[src/rtl/seq_pkg.sv]
// seq_pkg: definitions shared by the serial pattern generator (seq_gen),
// the pattern detector (seq_det) and their benches.
//   state_t      - 2-bit FSM state encoding
//   IDLE/SEND/GAP/DONE - state constants
//   DET_PATTERN  - the 4-bit sequence recognised by seq_det
package seq_pkg;

  typedef logic [1:0] state_t;

  localparam state_t IDLE = 2'b00;
  localparam state_t SEND = 2'b01;
  localparam state_t GAP  = 2'b10;
  localparam state_t DONE = 2'b11;

  localparam logic [3:0] DET_PATTERN = 4'b1011;

endpackage

[src/rtl/seq_gen_if.sv]
// seq_gen_if: control/data bundle between a frame controller and seq_gen.
//   start      - request a frame (controller -> generator)
//   pattern    - PAT_W-bit pattern, MSB sent first
//   repeat_cnt - number of pattern repetitions (0 = empty frame)
//   gap        - idle cycles between repetitions
//   dout       - serial data (generator -> consumer)
//   valid      - dout carries a pattern bit
//   busy       - frame in progress
//   done       - one-cycle pulse after frame completion
// Modports: master = controller side, slave = generator side.
interface seq_gen_if #(
  parameter int PAT_W = 4,
  parameter int CNT_W = 8,
  parameter int GAP_W = 4
);

  logic             start;
  logic [PAT_W-1:0] pattern;
  logic [CNT_W-1:0] repeat_cnt;
  logic [GAP_W-1:0] gap;
  logic             dout;
  logic             valid;
  logic             busy;
  logic             done;

  modport master (
    output start, pattern, repeat_cnt, gap,
    input  dout, valid, busy, done
  );

  modport slave (
    input  start, pattern, repeat_cnt, gap,
    output dout, valid, busy, done
  );

endinterface

[src/rtl/seq_gen_shreg.sv]
// seq_gen_shreg: W-bit parallel-load, MSB-first shift register.
//   i_clk   - rising-edge clock
//   i_rst_n - asynchronous active-low reset (clears to 0)
//   i_load  - load i_data (takes priority over shift)
//   i_shift - shift left by one, filling with 0
//   i_data  - parallel load value
//   o_msb   - current MSB (the bit on the serial line)
// Zero fill means the MSB drops to 0 once all bits have been shifted out,
// so the owner can use o_msb directly as an idle-low serial output.
module seq_gen_shreg #(
  parameter int W = 4
) (
  input  logic         i_clk,
  input  logic         i_rst_n,
  input  logic         i_load,
  input  logic         i_shift,
  input  logic [W-1:0] i_data,
  output logic         o_msb
);

  logic [W-1:0] r_q;
  logic [W-1:0] w_shift_in;

  assign w_shift_in = {r_q[W-2:0], 1'b0};

  genvar gi;
  generate
    for (gi = 0; gi < W; gi++) begin : g_bit
      always_ff @(posedge i_clk or negedge i_rst_n) begin
        if (!i_rst_n) begin
          r_q[gi] <= 1'b0;
        end else if (i_load) begin
          r_q[gi] <= i_data[gi];
        end else if (i_shift) begin
          r_q[gi] <= w_shift_in[gi];
        end
      end
    end
  endgenerate

  assign o_msb = r_q[W-1];

endmodule

[src/rtl/seq_gen.sv]
// seq_gen: serial pattern transmitter. Sends a latched PAT_W-bit pattern
// MSB-first, repeat_cnt times, with gap idle cycles between repetitions.
//   i_clk   - rising-edge clock
//   i_rst_n - asynchronous active-low reset
//   bus     - seq_gen_if.slave: start/pattern/repeat_cnt/gap in,
//             dout/valid/busy/done out (all registered)
module seq_gen
  import seq_pkg::*;
#(
  parameter int PAT_W = 4,
  parameter int CNT_W = 8,
  parameter int GAP_W = 4
) (
  input  logic        i_clk,
  input  logic        i_rst_n,
  seq_gen_if.slave    bus
);

  localparam int IDX_W = (PAT_W > 2) ? $clog2(PAT_W) : 1;
  localparam logic [IDX_W-1:0] LAST_IDX = IDX_W'(PAT_W - 1);

  state_t           r_state;
  logic [PAT_W-1:0] r_pattern;
  logic [CNT_W-1:0] r_rep_left;
  logic [GAP_W-1:0] r_gap_cfg;
  logic [GAP_W-1:0] r_gap_cnt;
  logic [IDX_W-1:0] r_bit_idx;
  logic             r_valid;
  logic             r_busy;
  logic             r_done;

  state_t           w_state_next;
  logic [CNT_W-1:0] w_rep_next;
  logic [GAP_W-1:0] w_gap_cnt_next;
  logic [IDX_W-1:0] w_idx_next;
  logic             w_accept;
  logic             w_load;
  logic             w_shift;
  logic [PAT_W-1:0] w_load_data;
  logic             w_msb;

  always_comb begin
    w_state_next   = r_state;
    w_rep_next     = r_rep_left;
    w_gap_cnt_next = r_gap_cnt;
    w_idx_next     = r_bit_idx;
    w_accept       = 1'b0;
    w_load         = 1'b0;
    w_shift        = 1'b0;
    case (r_state)
      IDLE: begin
        if (bus.start) begin
          w_accept   = 1'b1;
          w_rep_next = bus.repeat_cnt;
          if (bus.repeat_cnt != '0) begin
            w_state_next = SEND;
            w_idx_next   = LAST_IDX;
            w_load       = 1'b1;
          end else begin
            w_state_next = DONE;
          end
        end
      end
      SEND: begin
        if (r_bit_idx == '0) begin
          w_rep_next = r_rep_left - CNT_W'(1);
          if (r_rep_left == CNT_W'(1)) begin
            w_state_next = DONE;
            w_shift      = 1'b1;
          end else if (r_gap_cfg == '0) begin
            // Reload in the same edge so the next repetition follows
            // without a bubble.
            w_idx_next = LAST_IDX;
            w_load     = 1'b1;
          end else begin
            w_state_next   = GAP;
            w_gap_cnt_next = r_gap_cfg;
            w_shift        = 1'b1;
          end
        end else begin
          w_idx_next = r_bit_idx - IDX_W'(1);
          w_shift    = 1'b1;
        end
      end
      GAP: begin
        // Shift register is already all-zero here, so dout idles low.
        if (r_gap_cnt == GAP_W'(1)) begin
          w_state_next   = SEND;
          w_idx_next     = LAST_IDX;
          w_gap_cnt_next = '0;
          w_load         = 1'b1;
        end else begin
          w_gap_cnt_next = r_gap_cnt - GAP_W'(1);
        end
      end
      default: begin
        w_state_next = IDLE;
      end
    endcase
  end

  // First load comes straight from the bus; later reloads use the latched copy.
  assign w_load_data = (r_state == IDLE) ? bus.pattern : r_pattern;

  always_ff @(posedge i_clk or negedge i_rst_n) begin
    if (!i_rst_n) begin
      r_state    <= IDLE;
      r_pattern  <= '0;
      r_rep_left <= '0;
      r_gap_cfg  <= '0;
      r_gap_cnt  <= '0;
      r_bit_idx  <= '0;
      r_valid    <= 1'b0;
      r_busy     <= 1'b0;
      r_done     <= 1'b0;
    end else begin
      r_state    <= w_state_next;
      r_rep_left <= w_rep_next;
      r_gap_cnt  <= w_gap_cnt_next;
      r_bit_idx  <= w_idx_next;
      if (w_accept) begin
        r_pattern <= bus.pattern;
        r_gap_cfg <= bus.gap;
      end
      // Outputs are decoded from the next state so they align with it.
      r_valid <= (w_state_next == SEND);
      r_busy  <= (w_state_next == SEND) || (w_state_next == GAP);
      r_done  <= (w_state_next == DONE);
    end
  end

  seq_gen_shreg #(
    .W (PAT_W)
  ) u_shreg (
    .i_clk   (i_clk),
    .i_rst_n (i_rst_n),
    .i_load  (w_load),
    .i_shift (w_shift),
    .i_data  (w_load_data),
    .o_msb   (w_msb)
  );

  assign bus.dout  = w_msb;
  assign bus.valid = r_valid;
  assign bus.busy  = r_busy;
  assign bus.done  = r_done;

endmodule

[src/flat_wrapper.sv]
// flat-port wrapper written by rule: the top's interface ports become plain ports
module seq_gen_flat import seq_pkg::*;
#(
  parameter int PAT_W = 4,
  parameter int CNT_W = 8,
  parameter int GAP_W = 4
)
  (i_clk, i_rst_n, bus_start, bus_pattern, bus_repeat_cnt, bus_gap, bus_dout, bus_valid, bus_busy, bus_done);
  seq_gen_if #(.PAT_W(PAT_W), .CNT_W(CNT_W), .GAP_W(GAP_W)) bus_i ();
  input  logic i_clk;
  input  logic i_rst_n;
  input wire logic [$bits(bus_i.start)-1:0] bus_start;
  input wire logic [$bits(bus_i.pattern)-1:0] bus_pattern;
  input wire logic [$bits(bus_i.repeat_cnt)-1:0] bus_repeat_cnt;
  input wire logic [$bits(bus_i.gap)-1:0] bus_gap;
  output wire logic [$bits(bus_i.dout)-1:0] bus_dout;
  output wire logic [$bits(bus_i.valid)-1:0] bus_valid;
  output wire logic [$bits(bus_i.busy)-1:0] bus_busy;
  output wire logic [$bits(bus_i.done)-1:0] bus_done;
  assign bus_i.start = bus_start;
  assign bus_i.pattern = bus_pattern;
  assign bus_i.repeat_cnt = bus_repeat_cnt;
  assign bus_i.gap = bus_gap;
  assign bus_dout = bus_i.dout;
  assign bus_valid = bus_i.valid;
  assign bus_busy = bus_i.busy;
  assign bus_done = bus_i.done;
  seq_gen #(.PAT_W(PAT_W), .CNT_W(CNT_W), .GAP_W(GAP_W)) u_core (.i_clk(i_clk), .i_rst_n(i_rst_n), .bus(bus_i));
endmodule
[config.mk]
export PLATFORM = sky130hd
export DESIGN_NAME = seq_gen_flat
export DESIGN_NICKNAME = d
export VERILOG_FILES = /design/src/rtl/seq_pkg.sv /design/src/rtl/seq_gen_if.sv /design/src/rtl/seq_gen_shreg.sv /design/src/rtl/seq_gen.sv /design/src/flat_wrapper.sv
export SDC_FILE = /design/constraint.sdc
export NUM_CORES = 1
export LEC_CHECK = 0
export CORE_ASPECT_RATIO = 0.7
export CORE_MARGIN = 2
export CORE_UTILIZATION = 45
export CTS_CLUSTER_DIAMETER = 40
export DETAILED_ROUTE_END_ITERATION = 8
export PLACE_DENSITY = 0.67
export SLEW_MARGIN = 20
export SYNTH_ARGS = -nofsm -noshare
export SYNTH_HDL_FRONTEND = slang
export SYNTH_HIERARCHICAL = 1
export SYNTH_SLANG_ARGS = --single-unit
[constraint.sdc]
create_clock -name i_clk -period 1.9 [get_ports i_clk]
set_input_delay 0.38 -clock i_clk [delete_from_list [all_inputs] [get_ports i_clk]]
set_output_delay 0.38 -clock i_clk [all_outputs]
set_load 0.02 [all_outputs]
==> metrics.md, run 1 <==
| Metric | Value |
|---|---|
| Status | `completed` |
| Number of buffers inserted for hold repair after clock tree synthesis | `0` |
| Number of vias after detailed routing | `1412` |
| Post-cts sizing count | `0` |
| Endpoint kind of the worst setup timing path | `flop` |
| Starting density of the core | `0.4781` |
| Initial detailed-routing violation count | `107` |
| Worst-case clock skew | `0.006203 ns` |
| Total of fill cells in the finished design | `299` |
| Commonest cells post-synth | `31 x sky130_fd_sc_hd__dfrtp_1, 29 x sky130_fd_sc_hd__nand2_1, 20 x sky130_fd_sc_hd__o21ai_0` |
| Skew-Pair Late Insertion Delay | `0.27 ns` |
| Flip-flop cell with the highest count after synthesis | `sky130_fd_sc_hd__dfrtp_1` |
| Largest driver fanout on the critical path | `5` |
| Pre-Repair DR Iteration Count | `4` |
| Distinct cells, synth | `42` |
| Sum of net half-perimeters after detailed placement | `2.856 mm` |
| Achievable clock frequency | `0.5595 GHz` |
| Sinks on Clock Net | `31` |
| Syn nets | `207` |
| Synth Instances | `181` |
| Final design instance area without fill | `0.002211 mm2` |
| Area taken by flip-flops and latches | `775.7 um2` |
| Area growth syn-to-layout | `28.32%` |
| Post-route DRC | `0` |
| Antenna violations before repair | `0` |
| IO buf count | `22` |
| Delay of the slowest cell on the worst path | `0.43 ns` |
| Largest vdd supply drop | `0.8640 mV` |
| Crit path arrival time | `1.94 ns` |
| Leak | `0.9545 nW` |
| Final number of hold-violating endpoints | `0` |
| Final WL | `3.857 mm` |
| TritonCTS clock tree | `built` |
| CP Class | `reg2reg` |
| Yosys warnings | `6` |
| Total power draw | `0.003537 W` |
| Buffer type at the clock tree root | `sky130_fd_sc_hd__clkbuf_8` |
| Placer Congestion | `0.8842` |
| Final standard cell utilization of the core | `0.6135` |
| Seq/Total Area, Yosys | `0.4503` |
| Count of pins on the block boundary | `23` |
| Cell with the most instances after synthesis | `sky130_fd_sc_hd__dfrtp_1` |
| Final number of max-transition violations | `0` |
| Die Span Y | `55.77 um` |
| Cell Chain, Critical Path | `ha_2 > nor3b_4 > buf_4 > nand2b_4 > o211a_1 > o21a_1 > inv_1 > ha_1` |
| Vias in the first global route | `1407` |
| Wire length of the first global-routing pass | `6.603 mm` |
| Data required time at the worst endpoint | `2.06 ns` |
| Count of antenna-violating nets left after detailed routing | `0` |
| Highest-delay cell along the critical path | `sky130_fd_sc_hd__dfrtp_1` |
| Ratio of final minimum period to clock period | `0.9407` |
| Via-to-Cell Ratio | `5.249` |
| Fraction of post-synthesis cell area in the top cell type by area | `0.4503` |
| Layout cells sized above 1 | `0.1826` |
| Area contributors post-synth | `sky130_fd_sc_hd__dfrtp_1 45%, sky130_fd_sc_hd__nand2_1 6.3%, sky130_fd_sc_hd__o21ai_0 5.8%` |
| Cell accounting for the most synthesized area | `sky130_fd_sc_hd__dfrtp_1` |
| Power per Cell Area | `1600 mW/mm2` |
| Relative slew slack | `0.7425` |
| Final setup violating endpoints | `0` |
| Share of synthesized flip-flops with an asynchronous set or reset | `1.000` |
| Ant diodes | `0` |
| Number of enable-type register cells in the synthesized netlist | `0` |
| Synth Register Bits | `31` |
| Pin slew with the least headroom to its limit | `0.3834 ns` |
| Footprint of the multi-input gates | `909.6 um2` |
| CTS H-tree lvls | `2` |
| Max capacitance violation total | `0` |
| Number of buffers inserted during clock tree synthesis | `5` |
| Number of buffers between clock root and the deepest sink | `2` |
| Post-CTS Repair Setup Buffers | `0` |
| Total standard cell area after synthesis | `0.001723 mm2` |
| Horizontal extent of the die | `77.96 um` |
| Overall overflow remaining after global route | `0` |
| Fin crit period | `1.787 ns` |
| Area inside the core boundary | `0.003603 mm2` |
| Maximum number of pins on one net before global-route repair | `32` |
| Average cell area after synthesis | `9.519 um2` |
| Post-placement cell area | `0.002081 mm2` |
| Overall routing resource usage | `0.1899` |
| Area enclosed by the die boundary | `0.004348 mm2` |
| Startpoint class of the critical path | `flop` |
| Wire length per cell after detailed routing | `14.34 um` |
| # nets final | `244` |
| Path class of the lowest-slack min-delay path | `reg2reg` |
| Core Rows | `18` |
| Clock slew seen by the registers of the worst setup and hold paths | `0.06 ns` |
==> area by class of cell <==
type,instances,area share
clock buffer,8,0.04527
inverter,8,0.01358
multi-input combinational,135,0.4114
sequential,31,0.3509
tap,50,0.02830
timing repair buffer,37,0.1505
==> cell usage in the layout (no fill, tap or decap), types with 2 or more instances in the layout <==
| cell | netlist | routed |
|---|---|---|
| sky130_fd_sc_hd__inv_1 | 8 | 7 |
| sky130_fd_sc_hd__nor3_1 | 3 | 3 |
| sky130_fd_sc_hd__o21ai_1 | 3 | 3 |
| sky130_fd_sc_hd__buf_4 | 0 | 15 |
| sky130_fd_sc_hd__nor4_4 | 1 | 2 |
| sky130_fd_sc_hd__clkdlybuf4s50_1 | 0 | 22 |
| sky130_fd_sc_hd__nor4_1 | 3 | 3 |
| sky130_fd_sc_hd__nand3_1 | 3 | 3 |
| sky130_fd_sc_hd__nand2b_1 | 3 | 2 |
| sky130_fd_sc_hd__o21ai_0 | 20 | 20 |
| sky130_fd_sc_hd__nor3b_1 | 3 | 2 |
| sky130_fd_sc_hd__nand2_1 | 29 | 29 |
| sky130_fd_sc_hd__a22oi_1 | 2 | 2 |
| sky130_fd_sc_hd__a31oi_1 | 2 | 2 |
| sky130_fd_sc_hd__mux2_2 | 8 | 8 |
| sky130_fd_sc_hd__nor2_1 | 11 | 11 |
| sky130_fd_sc_hd__nand2b_4 | 1 | 2 |
| sky130_fd_sc_hd__clkbuf_8 | 0 | 7 |
| sky130_fd_sc_hd__ha_1 | 7 | 6 |
| sky130_fd_sc_hd__mux2i_1 | 7 | 7 |
| sky130_fd_sc_hd__a21oi_1 | 9 | 9 |
| sky130_fd_sc_hd__dfrtp_1 | 31 | 31 |
==> flip-flops by register name (all words and copies together), names as in the netlist <==
signal and flops:
u_core/r_bit_idx 2, u_core/r_pattern 4, u_core/r_gap_cnt 4, u_core/bus.busy 1, u_core/bus.done 1, u_core/r_gap_cfg 4, u_core/u_shreg/o_msb 1, u_core/u_shreg/r_q 3
u_core/r_state 2, u_core/r_rep_left 8, u_core/bus.valid 1
==> power breakdown <==
part / internal (W) / leakage, nW / switching, W
sequential: 0.000978 / 0.379 / 0.000303
clock: 0.000330 / 0.0515 / 0.000230
combinational: 0.000811 / 0.524 / 0.000885
total: 0.00212 / 0.955 / 0.00142
==> kinds of logic after synthesis <==
| family | Yosys count | share of synthesized area |
|---|---|---|
| buffers and inverters | 15 | 0.03921 |
| flip-flops | 31 | 0.4503 |
| AO/OA/AOI/OAI | 44 | 0.1503 |
| multiplexers | 15 | 0.09296 |
| adder cells (fa/ha/maj) | 7 | 0.05083 |
| AND/OR/NAND/NOR | 69 | 0.2164 |
==> worst max-delay path: cells and delay by family, from the launching register on <==
| kind | cells | cell delay (ns) |
|---|---|---|
| AND/OR/NAND/NOR | 2 | 0.29 |
| flip-flops | 1 | 0.43 |
| AO/OA/AOI/OAI | 2 | 0.36 |
| adder cells (fa/ha/maj) | 2 | 0.38 |
| buffers and inverters | 2 | 0.21 |
==> per-layer routing <==
metal | vias up | wire (um) | GRT usage | part of all wire
li1 | 712 | - | - | -
met2 | 33 | 1729 | 0.2894 | 0.45
met4 | 0 | 0 | 0.04261 | 0
met1 | 667 | 1980 | 0.2724 | 0.51
met3 | 0 | 147 | 0.05032 | 0.038
met5 | - | 0 | 0 | 0
==> through the flow <==
stage / instances / hold slack, ns / TNS [ns] / worst slack [ns]
2_1_floorplan: 181 / 0.08441 / 0 / 0.1922
4_1_cts: 269 / 0.4812 / 0 / 0.09702
3_5_place_dp: 261 / 0.4638 / -0.5586 / -0.1061
3_3_place_gp: 261 / 0.4562 / -0.4387 / -0.08587
5_1_grt: 269 / 0.5120 / -0.007588 / -0.006899
6_report: 269 / 0.4755 / 0 / 0.1127
==> worst paths after layout <==
| kind | startpoint | to | slack (ns) | cells after the start |
|---|---|---|---|---|
| max | u_core/r_gap_cnt[0] | u_core/bus.done | 0.11 | 8 |
| min | u_core/r_pattern[2] | u_core/r_pattern[2] | 0.48 | 2 |
| max reg2reg | u_core/r_gap_cnt[0] | u_core/bus.done | 0.11 | 8 |
| min reg2reg | u_core/r_pattern[2] | u_core/r_pattern[2] | 0.48 | 2 |
| max in group asynchronous | i_rst_n | u_core/r_gap_cnt[3] | 1.12 | 2 |
| min in group asynchronous | i_rst_n | u_core/r_state[0] | 0.50 | 2 |
Note: power is estimated with default switching activity, not from simulation.
==> run 2: changes to the inputs <==
--- a/config.mk
+++ b/config.mk
@@ -6,7 +6,6 @@
 export NUM_CORES = 1
 export LEC_CHECK = 0
 export CORE_ASPECT_RATIO = 0.7
-export CORE_MARGIN = 2
 export CORE_UTILIZATION = 45
 export CTS_CLUSTER_DIAMETER = 40
 export DETAILED_ROUTE_END_ITERATION = 8
==> run 2 against run 1 <==
Compared with the run above:
- setup slack lost 0.0019 ns
- register-to-register slack is essentially flat
- hold slack gained 0.0011 ns
- maximum frequency shrank 0.11%
- total power shrank 1.1%
- first-iteration DRC count shrank 33%
- sequential power is essentially flat
- sequential share of layout area is the same
- final area is the same
- via count grew 1.6%
- largest power group unchanged
==> metrics.md, run 2 (same netlist as run 1, synthesis figures left out) <==
| Metric | Value |
|---|---|
| Wire length per cell after detailed routing | `13.67 um (-4.7%)` |
| Footprint of the multi-input gates | `887.1 um2 (-2.5%)` |
| Largest driver fanout on the critical path | `5 (unchanged)` |
| Largest vdd supply drop | `0.8024 mV (-7.1%)` |
| Power per Cell Area | `1583 mW/mm2 (-1.1%)` |
| Top reg by flops | `u_core/r_rep_left` |
| Data required time at the worst endpoint | `2.07 ns (about the same)` |
| Horizontal extent of the die | `75.96 um (-2.6%)` |
| Area growth syn-to-layout | `28.32% (unchanged)` |
| P_int | `0.002114 W (-0.22%)` |
| Ratio of final minimum period to clock period | `0.9417 (+0.001018)` |
| Fin crit period | `1.789 ns (+0.001935 ns)` |
| Starting density of the core | `0.4811 (+0.003007)` |
| Final WL | `3.717 mm (-3.6%)` |
| Cell Chain, Critical Path | `nor4_4 > nand3_2 > o211a_1 > o21a_1 > ha_1 > inv_1` |
| Number of buffers inserted during clock tree synthesis | `5 (unchanged)` |
| Post-cts sizing count | `0 (unchanged)` |
| Switching share of power | `0.3957 (-0.005228)` |
| Relative slew slack | `0.7327 (-0.009757)` |
| Achievable clock frequency | `0.5589 GHz (-0.11%)` |
| Via-to-Cell Ratio | `5.272 (+0.44%)` |
| Routed length on met1 | `1.877 mm (-5.2%)` |
| Post-placement cell area | `0.002103 mm2 (+1.1%)` |
| Sum of net half-perimeters after detailed placement | `2.746 mm (-3.8%)` |
| Die Span Y | `53.77 um (-3.6%)` |
| Placer Congestion | `0.8575 (-3.0%)` |
| Total Negative Setup Slacks | `0 ns (unchanged)` |
| Logic gate share of total power | `0.482 (+0.003)` |
| Vias in the first global route | `1371 (-2.6%)` |
| Delay of the slowest cell on the worst path | `0.43 ns (about the same)` |
| Routed met2 length | `1.641 mm (-5.1%)` |
| Post-CTS Repair Setup Buffers | `0 (unchanged)` |
| Pin slew with the least headroom to its limit | `0.4009 ns (+0.01752 ns)` |
| Worst-case clock skew | `0.004066 ns (-0.002136 ns)` |
| Core Rows | `18 (unchanged)` |
| Flip-flop count of the largest register, all copies and words added | `8 (unchanged)` |
| Routed met3 length | `174 um (+18%)` |
| Leak | `0.9653 nW (+1.1%)` |
| Highest routed metal layer | `met4` |
| Number of buffers between clock root and the deepest sink | `2 (unchanged)` |
| Maximum number of pins on one net before global-route repair | `32 (unchanged)` |
| Highest-delay cell along the critical path | `sky130_fd_sc_hd__dfrtp_1` |
| Post-route DRC | `0 (unchanged)` |
| Commonest non-fill, non-tap cell in the layout | `sky130_fd_sc_hd__dfrtp_1` |
| Buffer type at the clock tree root | `sky130_fd_sc_hd__clkbuf_8` |
| Unrepaired setup endpoints after global routing | `no` |
| Fraction of power consumed by sequential logic | `0.361 (about the same)` |
| Switching power | `0.001384 W (-2.4%)` |
| Endpoint kind of the worst setup timing path | `flop` |
| Clock slew seen by the registers of the worst setup and hold paths | `0.06 ns (about the same)` |
| Worst Hold Margin | `0.4766 ns (+0.001062 ns)` |
| Sinks on Clock Net | `31 (unchanged)` |
| Number of buffers inserted for hold repair after clock tree synthesis | `0 (unchanged)` |
| Count of pins on the block boundary | `23 (unchanged)` |
| Overall overflow remaining after global route | `0 (unchanged)` |
| Crit path arrival time | `1.96 ns (+0.02 ns)` |
| Clock power share | `0.157 (-0.002)` |
| # nets final | `247 (+1.2%)` |
| TritonCTS clock tree | `built` |
| Wire length of the first global-routing pass | `6.161 mm (-6.7%)` |
| Layout cells sized above 1 | `0.1847 (+0.002036)` |
| Final number of hold-violating endpoints | `0 (unchanged)` |
| Final setup violating endpoints | `0 (unchanged)` |
| CTS H-tree lvls | `2 (unchanged)` |
| Final design instance area without fill | `0.002211 mm2 (unchanged)` |
| Total power draw | `0.003499 W (-1.1%)` |
| Pre-Repair DR Iteration Count | `4 (unchanged)` |
| Skew-Pair Late Insertion Delay | `0.28 ns (about the same)` |
| Path class of the lowest-slack min-delay path | `reg2reg` |
| Total of fill cells in the finished design | `294 (-1.7%)` |
| Ant diodes | `0 (unchanged)` |
| Overall routing resource usage | `0.1977 (+0.007797)` |
| Area taken by flip-flops and latches | `775.7 um2 (unchanged)` |
| Area enclosed by the die boundary | `0.004084 mm2 (-6.1%)` |
| Initial detailed-routing violation count | `72 (-33%)` |
| Number of vias after detailed routing | `1434 (+1.6%)` |
| Status | `completed` |
| Final number of max-transition violations | `0 (unchanged)` |
| Antenna violations before repair | `0 (unchanged)` |
| IO buf count | `22 (unchanged)` |
| Max capacitance violation total | `0 (unchanged)` |
| Startpoint class of the critical path | `flop` |
| Count of antenna-violating nets left after detailed routing | `0 (unchanged)` |
| Commonest cells after routing, fill and taps aside | `31 x sky130_fd_sc_hd__dfrtp_1, 29 x sky130_fd_sc_hd__nand2_1, 22 x sky130_fd_sc_hd__clkdlybuf4s50_1` |
| Area inside the core boundary | `0.003581 mm2 (-0.63%)` |
| CP Class | `reg2reg` |
## run 2: changes by cell type in the layout (fill, tap and decap cells not counted), sizes merged
cell / before / now
buf: 15 / 18
## run 2: layout make-up
type | instances | share of cell area
well taps | 50 | 0.02830
flip-flops and latches | 31 | 0.3509
repair buffers | 40 | 0.1607
multi-input cells | 135 | 0.4012
clock buffers | 8 | 0.04527
inverters | 8 | 0.01358
## run 2: worst paths after layout
kind	startpoint	endpoint	slack (ns)	cells after the start
setup / recovery	u_core/r_rep_left[6]	u_core/bus.busy	0.11	6
hold / removal	u_core/r_pattern[3]	u_core/r_pattern[3]	0.48	2
setup reg to reg	u_core/r_rep_left[6]	u_core/bus.busy	0.11	6
hold reg to reg	u_core/r_pattern[3]	u_core/r_pattern[3]	0.48	2
max in group asynchronous	i_rst_n	u_core/r_gap_cfg[2]	1.11	2
min in group asynchronous	i_rst_n	u_core/r_rep_left[1]	0.49	2
## run 2: metal layers
metal	track usage	vias up
li1	-	719
met1	0.2697	677
met2	0.3121	33
met3	0.05424	5
met4	0.06090	0
met5	0	-
## run 2: through the flow
stage	cells	util	setup WS (ns)
after floorplan	181	-	0.1922
after global placement	264	0.5874	-0.02136
after detailed placement	264	0.5874	-0.04779
after CTS	272	0.6153	0.08234
after global routing	272	0.6174	0.02305
final	272	0.6174	0.1108
## run 2: power groups by stage
stage	clock (W)	combinational [W]	sequential (W)
floorplan	0	0.00111	0.00124
global placement	0	0.00160	0.00125
detailed placement	0	0.00165	0.00126
CTS	0.000571	0.00168	0.00125
global route	0.000605	0.00189	0.00130
finish	0.000551	0.00169	0.00126
## run 2: worst max-delay path, delay by kind of cell (launching register included)
family                     cells  cell delay [ns]
adders and majority gates      1             0.27
buffers and inverters          1             0.03
DFF                            1             0.43
AOI/OAI and AO/OA              2             0.44
and+or+nand+nor                2             0.51
